**src/rtl/inst_fetch_pkg.sv**
```systemverilog
// inst_fetch_pkg: shared IF-stage definitions.
//   if_state_e       - fetch FSM state encoding (IDLE/REQ/HOLD)
//   NOP              - instruction value shown when IF/ID holds nothing valid
//   DEFAULT_RESET_PC - default address of the first fetch after reset
package inst_fetch_pkg;
    typedef enum logic [1:0] {IF_IDLE = 2'd0, IF_REQ = 2'd1, IF_HOLD = 2'd2} if_state_e;
    localparam logic [31:0] NOP = 32'h0000_0000;
    localparam logic [31:0] DEFAULT_RESET_PC = 32'h0000_0000;
endpackage

```
**src/rtl/inst_fetch_if.sv**
```systemverilog
// inst_fetch_if: instruction-memory req/ack bus.
//   req   - fetch request, held with addr until ack
//   addr  - fetch word address
//   ack   - request accepted, rdata valid this cycle (may coincide with req rising)
//   rdata - fetched instruction
//   master: fetch side, slave: memory side
interface inst_fetch_if;
    logic        req;
    logic [31:0] addr;
    logic        ack;
    logic [31:0] rdata;
    modport master (output req, addr, input ack, rdata);
    modport slave (input req, addr, output ack, rdata);
endinterface

```
**src/rtl/inst_fetch_if_id_reg.sv**
```systemverilog
// if_id_reg: IF/ID pipeline register with load/hold/clear controls.
//   clk, rst      - clock, synchronous active-high reset
//   load          - capture inst_d/pc_d and mark valid (wins over clear)
//   clear         - invalidate and show NOP_INST; pc is kept
//   inst_d, pc_d  - incoming instruction and its PC
//   inst, pc      - registered instruction and PC
//   valid         - registered contents valid
//   neither load nor clear: hold
module if_id_reg
    import inst_fetch_pkg::*;
#(
    parameter logic [31:0] NOP_INST = NOP
) (
    input  logic        clk,
    input  logic        rst,
    input  logic        load,
    input  logic        clear,
    input  logic [31:0] inst_d,
    input  logic [31:0] pc_d,
    output logic [31:0] inst,
    output logic [31:0] pc,
    output logic        valid
);
    always_ff @(posedge clk) begin
        if (rst) begin
            inst  <= NOP_INST;
            pc    <= 32'd0;
            valid <= 1'b0;
        end else if (load) begin
            inst  <= inst_d;
            pc    <= pc_d;
            valid <= 1'b1;
        end else if (clear) begin
            inst  <= NOP_INST;
            valid <= 1'b0;
        end
    end
endmodule

```
**src/rtl/inst_fetch.sv**
```systemverilog
// inst_fetch: MIPS32 instruction-fetch stage (PC, imem handshake, IF/ID register).
//   clk, rst       - clock, synchronous active-high reset
//   stall          - downstream stall; IF/ID holds while high
//   branch_enable  - redirect for the instruction on inst (honoured if valid and not stalled)
//   branch_addr    - redirect target (bits [1:0] forced to 0)
//   imem           - instruction-memory bus (inst_fetch_if.master)
//   inst, pc       - IF/ID instruction and PC
//   inst_valid     - IF/ID contents valid
//   fetch_addr_err - only with FETCH_ALIGN_CHECK_EN: one-cycle pulse on a misaligned honoured target
module inst_fetch
    import inst_fetch_pkg::*;
#(
    parameter logic [31:0] RESET_PC = DEFAULT_RESET_PC,
    parameter logic [31:0] NOP_INST = NOP
) (
    input  logic               clk,
    input  logic               rst,
    input  logic               stall,
    input  logic               branch_enable,
    input  logic [31:0]        branch_addr,
    inst_fetch_if.master       imem,
    output logic [31:0]        inst,
    output logic [31:0]        pc,
    output logic               inst_valid
`ifdef FETCH_ALIGN_CHECK_EN
    ,
    output logic               fetch_addr_err
`endif
);
    if_state_e   state;
    logic        req_q, redir_pend, take, ack, load, clear;
    logic [31:0] pc_q, hold_inst, hold_pc, redir_addr, target, next_pc;

    // The branch belongs to the instruction on inst; the delay slot is the one being fetched
    // (or already parked in the hold buffer), so only the fetch after it is redirected.
    assign take    = branch_enable && inst_valid && !stall;
    assign target  = {branch_addr[31:2], 2'b00};
    assign ack     = state == IF_REQ && imem.ack;
    assign next_pc = take ? target : redir_pend ? redir_addr : pc_q + 32'd4;
    assign load    = !stall && (ack || state == IF_HOLD);
    // A consumed instruction with no replacement must not be re-issued to decode.
    assign clear   = !stall && state == IF_REQ && !imem.ack;

    assign imem.req  = req_q;
    assign imem.addr = pc_q;

    always_ff @(posedge clk) begin
        if (rst) begin
            state      <= IF_IDLE;
            req_q      <= 1'b0;
            pc_q       <= RESET_PC;
            redir_pend <= 1'b0;
            redir_addr <= 32'd0;
            hold_inst  <= NOP_INST;
            hold_pc    <= 32'd0;
        end else if (state == IF_IDLE) begin
            state <= IF_REQ;
            req_q <= 1'b1;
        end else if (ack) begin
            pc_q       <= next_pc;
            redir_pend <= 1'b0;
            if (stall) begin
                state     <= IF_HOLD;
                req_q     <= 1'b0;
                hold_inst <= imem.rdata;
                hold_pc   <= pc_q;
            end
        end else if (state == IF_REQ) begin
            // Request stays up; remember the redirect until the delay slot returns.
            if (take) begin
                redir_pend <= 1'b1;
                redir_addr <= target;
            end
        end else if (!stall) begin
            state <= IF_REQ;
            req_q <= 1'b1;
            if (take)
                pc_q <= target;
        end
    end

`ifdef FETCH_ALIGN_CHECK_EN
    always_ff @(posedge clk) begin
        if (rst)
            fetch_addr_err <= 1'b0;
        else
            fetch_addr_err <= take && |branch_addr[1:0];
    end
`endif

    if_id_reg #(.NOP_INST(NOP_INST)) u_if_id (
        .clk    (clk),
        .rst    (rst),
        .load   (load),
        .clear  (clear),
        .inst_d (state == IF_HOLD ? hold_inst : imem.rdata),
        .pc_d   (state == IF_HOLD ? hold_pc : pc_q),
        .inst   (inst),
        .pc     (pc),
        .valid  (inst_valid)
    );
endmodule

```
**src/flat_wrapper.sv**
```systemverilog
// flat-port wrapper written by rule: the top's interface ports become plain ports
module inst_fetch_flat import inst_fetch_pkg::*;
#(
    parameter logic [31:0] RESET_PC = DEFAULT_RESET_PC,
    parameter logic [31:0] NOP_INST = NOP
)
  (clk, rst, stall, branch_enable, branch_addr, inst, pc, inst_valid, imem_req, imem_addr, imem_ack, imem_rdata);
  inst_fetch_if imem_i ();
  input  logic clk;
  input  logic rst;
  input  logic stall;
  input  logic branch_enable;
  input  logic [31:0] branch_addr;
  output logic [31:0] inst;
  output logic [31:0] pc;
  output logic inst_valid;
  output wire logic [$bits(imem_i.req)-1:0] imem_req;
  output wire logic [$bits(imem_i.addr)-1:0] imem_addr;
  input wire logic [$bits(imem_i.ack)-1:0] imem_ack;
  input wire logic [$bits(imem_i.rdata)-1:0] imem_rdata;
  assign imem_req = imem_i.req;
  assign imem_addr = imem_i.addr;
  assign imem_i.ack = imem_ack;
  assign imem_i.rdata = imem_rdata;
  inst_fetch #(.RESET_PC(RESET_PC), .NOP_INST(NOP_INST)) u_core (.clk(clk), .rst(rst), .stall(stall), .branch_enable(branch_enable), .branch_addr(branch_addr), .imem(imem_i), .inst(inst), .pc(pc), .inst_valid(inst_valid));
endmodule
```
**config.mk**
```make
export PLATFORM = sky130hd
export DESIGN_NAME = inst_fetch_flat
export DESIGN_NICKNAME = d
export VERILOG_FILES = /design/src/rtl/inst_fetch_pkg.sv /design/src/rtl/inst_fetch_if.sv /design/src/rtl/inst_fetch_if_id_reg.sv /design/src/rtl/inst_fetch.sv /design/src/flat_wrapper.sv
export SDC_FILE = /design/constraint.sdc
export NUM_CORES = 1
export LEC_CHECK = 0
export CAP_MARGIN = 15
export CELL_PAD_IN_SITES_DETAIL_PLACEMENT = 0
export CELL_PAD_IN_SITES_GLOBAL_PLACEMENT = 1
export CORE_MARGIN = 3
export CORE_UTILIZATION = 41
export CTS_CLUSTER_DIAMETER = 30
export DETAILED_ROUTE_END_ITERATION = 10
export GPL_TIMING_DRIVEN = 0
export HOLD_SLACK_MARGIN = 0.06
export PLACE_DENSITY = 0.9
export SLEW_MARGIN = 20
export SYNTH_ARGS = -nofsm -noshare
export SYNTH_HDL_FRONTEND = slang
export SYNTH_SLANG_ARGS = --single-unit
export TNS_END_PERCENT = 20
```
**constraint.sdc**
```tcl
create_clock -name clk -period 5.6 [get_ports clk]
set_clock_uncertainty 0.05 [all_clocks]
set_input_delay 0.56 -clock clk [delete_from_list [all_inputs] [get_ports clk]]
set_output_delay 0.56 -clock clk [all_outputs]
set_load 0.02 [all_outputs]
```
* Word-level counts from Yosys, hierarchy flattened *
Index checks and enable logic that the tools add are counted.
W data, S select, Z words.

storage, ports and cells
  input bits = 69
  word-level logic and storage cells = 67
  output and inout bits = 98
  flip-flop bits (word level) = 195

cells by class
  reductions and logical operators = 20
  $add $sub $neg = 1
  mux-type cells = 25
  equality and inequality tests = 8
  bitwise operators = 2

operator list
  cell                     number
  $mux W32                 10
  $add A32 B3 Y32 const B  1
  $reduce_and A3 Y1        4
  $mux W1                  11
  $mux W2                  4
  $reduce_and A4 Y1        2
  $logic_and A1 B1 Y1      6
  $reduce_bool A2 Y1       3
  $ne A2 B1 Y1 const B     2
  $ne A3 B1 Y1 const B     1
  $ne A3 B2 Y1 const B     1
  $ne A3 B3 Y1 const B     1
  $eq A2 B1 Y1 const B     1
  $eq A2 B2 Y1 const B     1
  $logic_not A1 Y1         2
  $logic_not A2 Y1         1
  $ne A2 B2 Y1 const B     1
  $not A1 Y1               2
  $reduce_or A2 Y1         1
  $logic_or A1 B1 Y1       1

* Longest topological paths before layout *
  word-level depth = 6
  gate-level depth with buffers = 8
  gate-level depth less buffers = 7

* Cells and area by module *
Synthesis repeated with hierarchy kept, for this count alone.

unflattened totals
  cell total of the unflattened synthesis = 1,058
  area, all modules = 9,111.2 µm²

modules (own cells, without submodules)
  module      sequential area each (µm²)  times used  cells each  area each (µm²)
  inst_fetch  2,502.4                     1           807         6,451.2
  if_id_reg   1,301.2                     1           251         2,660.1

* Worst setup path after synthesis *
Ideal clock, no wire load.

  kind = register to register
  start = register u_core.pc_q[5], in the netlist u_core.imem.addr[5]
  end = register u_core.pc_q[31], in the netlist u_core.imem.addr[31]
  path slack = 3.371 ns
  period minus slack after synthesis = 2.229 ns
  setup time = 0.096 ns
  required time = 5.454 ns
  arrival time = 2.084 ns
  cell stages (with the launch flop) = 8
  buffers on the path = 1
  path through = dfxtp_1 > buf_2 > nand4_4 > or4_4 > nor3_4 > nand4_1 > xor2_1 > o41ai_2

between the ends
  word-level cells in the longest chain between the ends = 4

ends and longest elaborated chain
  element                 RTL line          RTL
  from (decl)             inst_fetch.sv:32  logic [31:0] pc_q, hold_inst, hold_pc, redir_addr, target, next_pc;
  from (signal assigned)  inst_fetch.sv:60  pc_q <= next_pc;
  from (signal assigned)  inst_fetch.sv:78  pc_q <= target;
  $add A32 B3 Y32         inst_fetch.sv:39  assign next_pc = take ? target : redir_pend ? redir_addr : pc_q + 32'd4;
  $mux W32 (2 in a row)   inst_fetch.sv:39
  $mux W32                inst_fetch.sv:59  end else if (ack) begin

Every way passes these cells.
A chain may end at the register's enable or synchronous reset.

* Worst setup path after layout *
  start = input stall
  end = register u_core.pc_q[2], in the netlist u_core.imem.addr[2]

between the ends
  word-level cells in the longest chain between the ends = 4
  elaborated cells on any way between the ends = 7
  those cells by class = eq/ne: 1; mux: 2; reduce/logical: 4

ends and longest elaborated chain
  element                                                   RTL line            RTL
  from (decl)                                               flat_wrapper.sv:11  input logic stall;
  $logic_not A1 Y1                                          inst_fetch.sv:36    assign take = branch_enable && inst_valid && !stall;
  $logic_and A1 B1 Y1                                       inst_fetch.sv:36
  $reduce_bool A2 Y1 (no line) or $mux W32 (tied branches)  -
  $reduce_and A4 Y1 (no line) or $mux W32 (tied branches)   -

Several ways; a longest one is shown, not always the timed one.

==> impl_metrics.py <==
metrics = {
    "drt": {
        "drc_errors": 0,
        "num_vias": 7854,
        "first_pass_iters": 5,
        "drtIter0Drc": 567,
        "post_drt_wl_per_cell_microns": 17.6,
        "via_per_inst": 5.42,
        "ant_nets": 0,
        "drt_wl_total_mm": 25.6,
    },
    "critical_path": {
        "rrSetupSlack_ns": 3.05,
        "crit_top_cell": "nand2_1",
        "cp_num_buf_inv": 4,
        "critPathMaxStageDelay_ns": 0.53,
        "critPathCapture": "u_core.imem.addr[2]",
        "critPathMaxFanout": 10,
        "r2r_cells": 8,
        "cp_slowest_cell": "clkdlybuf4s50_1",
        "cp.depth": 9,
        "crit_path_start": "stall",
        "critPathTopFamily": "buffers and inverters",
        "r2r-start": "u_core.u_if_id.valid",
        "setup.worst_path.class": "in2reg",
        "path_cells": "clkdlybuf4s50_1 > and3b_1 > clkbuf_1 > nand2_1 > nand2_1 > buf_2 > buf_1 > o221ai_1 > a21oi_1",
        "startpoint_type": "input port",
        "endpoint_kind": "flip-flop",
        "required_ns": 5.90,
        "worstReg2RegEnd": "u_core.imem.addr[2]",
        "crit_arrival_ns": 3.20,
    },
    "yosys": {
        "netlist_area_sq_um": 8200,
        "synth_edf_count": 0,
        "seq_area_frac_synth": 0.459,
        "synth_top_area_frac": 0.459,
        "netlist.top_cell.by_area": "dfxtp_1",
        "syn_area_per_cell_sq_um": 8.27,
        "synth.area.top_cells": "dfxtp_1 (46%), nand2_1 (10%), a21oi_1 (7.1%)",
        "synthArstFlopShare": 0,
        "synthDistinctLibCells": 50,
        "yosysWarnings": 0,
        "syn-instance-count": 991,
        "synthTopCellsByCount": "nand2_1 (221), dfxtp_1 (188), a21oi_1 (117)",
        "synth_ff_type": "dfxtp_1",
        "synth_seq_cells": 188,
        "synth_most_common_cell": "nand2_1",
    },
    "die": {
        "pin_count": 167,
        "start_util": 0.420,
        "coreArea_sq_um": 19500,
        "rows": 51,
        "die_h_microns": 147,
        "dieArea_sq_um": 21700,
        "fp.dieW_microns": 147,
    },
    "clock_network": {
        "clock_latency_ns": 0.43,
        "root_buffer": "clkbuf_16",
        "cts_tree": "done",
        "numCtsBuffers": 17,
        "cts_setup_buffers": 0,
        "post_cts_resized": 0,
        "cts_max_level": 4,
        "clk_pin_slew_worst_paths_ns": 0.08,
        "clock-sinks": 188,
        "cts.path.max_buffers": 2,
        "cts_hold_buffers": 0,
    },
    "grt": {
        "antenna_found_initial": 1,
        "grt_overflow": 0,
        "gr-usage-all-layers": 0.232,
        "grt_pass1_vias": 7535,
        "grt_max_degree": 19,
        "grt_pass1_wl_mm": 40.3,
    },
    "run_status": {
        "outcome": "finished, final reports clean",
    },
    "sta": {
        "finalSetupViolCount": 0,
        "clock.fmax_mhz": 346,
        "finalCritPeriodShare": 0.516,
        "finalCriticalPeriod_ns": 2.89,
        "slew_viol_final": 0,
        "worstMarginPinSlew_ns": 0.884,
        "fin_setup_tns_ns": 0,
        "rsz0062_at_grt": "no",
        "slew_headroom": 0.411,
        "fin_hold_ws_ns": 0.404,
        "hold_viol": 0,
    },
    "pwr": {
        "p_leak_nw": 3.78,
        "vdd_drop_max_v": 0.000208,
        "powerDensity_nw_per_um2": 286,
    },
    "place": {
        "placed_area_sq_um": 10100,
        "gp_congestion": 0.840,
        "port_buffers": 159,
        "dp_hpwl_mm": 18.6,
    },
    "layout": {
        "regArea_sq_um": 3760,
        "layout-drive-gt1-share": 0.0734,
        "diodes": 0,
        "fill_cells": 1855,
        "syn2layout_area_growth_pct": 30.9,
        "multi_input_area_sq_um": 4070,
        "fin_nets": 1242,
        "final_area_sq_um": 10700,
    },
    "min_path": {
        "hold_class": "reg2reg",
        "hp-start": "u_core.hold_inst[12]",
    },
    "run": {
        "cap_violations": 0,
    },
}
final cells by class:
class	count	area share
multi-input combinational	713	0.379
sequential	188	0.351
timing repair buffer	159	0.148
clock buffer	17	0.0396
buffer	88	0.0331
tap	265	0.0309
clock inverter	15	0.0163
inverter	5	0.00175
per-layer routing:
metal | track usage | vias to the layer above | wire length, microns
li1 | - | 3826 | -
met1 | 0.319 | 3735 | 11600
met2 | 0.365 | 259 | 11700
met3 | 0.0604 | 32 | 1890
met4 | 0.0620 | 2 | 400
met5 | 0 | - | 14
per-stage QoR:
stage | total power, mW | util | std cells | worst slack [ns]
CTS | 3.09 | 0.550 | 1450 | 2.75
global placement | 1.84 | 0.519 | 1418 | 2.38
detailed placement | 1.85 | 0.519 | 1418 | 2.33
floorplan | 1.65 | - | 994 | 3.37
finish | 3.07 | 0.550 | 1450 | 2.71
global route | 3.17 | 0.550 | 1450 | 2.55
layout by cell type (no fill, tap or decap), types with 3 or more instances in the layout:
| cell | synthesis | layout |
|---|---|---|
| inv_1 | 5 | 5 |
| inv_8 | 0 | 3 |
| nor2_1 | 88 | 88 |
| clkbuf_1 | 69 | 69 |
| buf_4 | 4 | 4 |
| o21ai_0 | 25 | 25 |
| nand3_1 | 9 | 9 |
| clkbuf_16 | 0 | 17 |
| dfxtp_1 | 188 | 188 |
| mux2_2 | 33 | 33 |
| and3_1 | 5 | 5 |
| a221o_1 | 4 | 4 |
| a211oi_1 | 43 | 43 |
| a21o_1 | 6 | 6 |
| nor3_1 | 20 | 20 |
| a221oi_1 | 16 | 16 |
| xor2_1 | 13 | 13 |
| buf_1 | 7 | 7 |
| nand2_1 | 221 | 221 |
| nand4_1 | 4 | 4 |
| inv_6 | 0 | 5 |
| a22oi_1 | 32 | 32 |
| a21oi_1 | 117 | 117 |
| mux2i_1 | 31 | 31 |
| xnor2_1 | 6 | 6 |
| conb_1 | 1 | 4 |
| buf_2 | 8 | 8 |
| clkdlybuf4s50_1 | 0 | 159 |
power by group:
group	switching [mW]	internal, mW	leakage [nW]
Combinational	0.220	0.174	1.96
Sequential	0.0433	1.38	1.53
Clock	0.577	0.676	0.291
worst min path at each step:
stage	to	cells past startpoint	slack, ns
after floorplan	u_core.redir_addr[11]	2	0.38
after global placement	u_core.hold_inst[26]	2	0.39
after detailed placement	u_core.hold_inst[12]	2	0.39
after CTS	u_core.hold_inst[12]	2	0.41
after global routing	u_core.redir_addr[14]	2	0.42
final	u_core.hold_inst[12]	2	0.40
logic make-up (layout without fill, tap and decap cells):
logic type,Yosys count,after routing,synth area share
AO/OA/AOI/OAI,254,254,0.196
XOR/XNOR,19,19,0.0203
adder cells (fa/ha/maj),1,1,0.00153
buffers and inverters,93,284,0.0456
flip-flops,188,188,0.459
multiplexers,64,64,0.0832
other,1,4,0.000458
AND/OR/NAND/NOR,371,371,0.194
worst register-to-register path: cells and delay by family (launching register included):
kind	cells	cell delay [ns]
buf+inv	3	1.10
simple gates	3	0.49
compound gates	2	0.44
flops	1	0.41
registers in the layout (all words and copies together) (netlist names):
| name | cells |
|---|---|
| u_core.hold_pc | 30 |
| u_core.imem.addr | 30 |
| u_core.state | 2 |
| u_core.redir_addr | 30 |
| u_core.u_if_id.valid | 1 |
| u_core.u_if_id.pc | 30 |
| u_core.hold_inst | 32 |
| u_core.u_if_id.inst | 32 |
| u_core.redir_pend | 1 |
(Power assumes the default switching activity.)
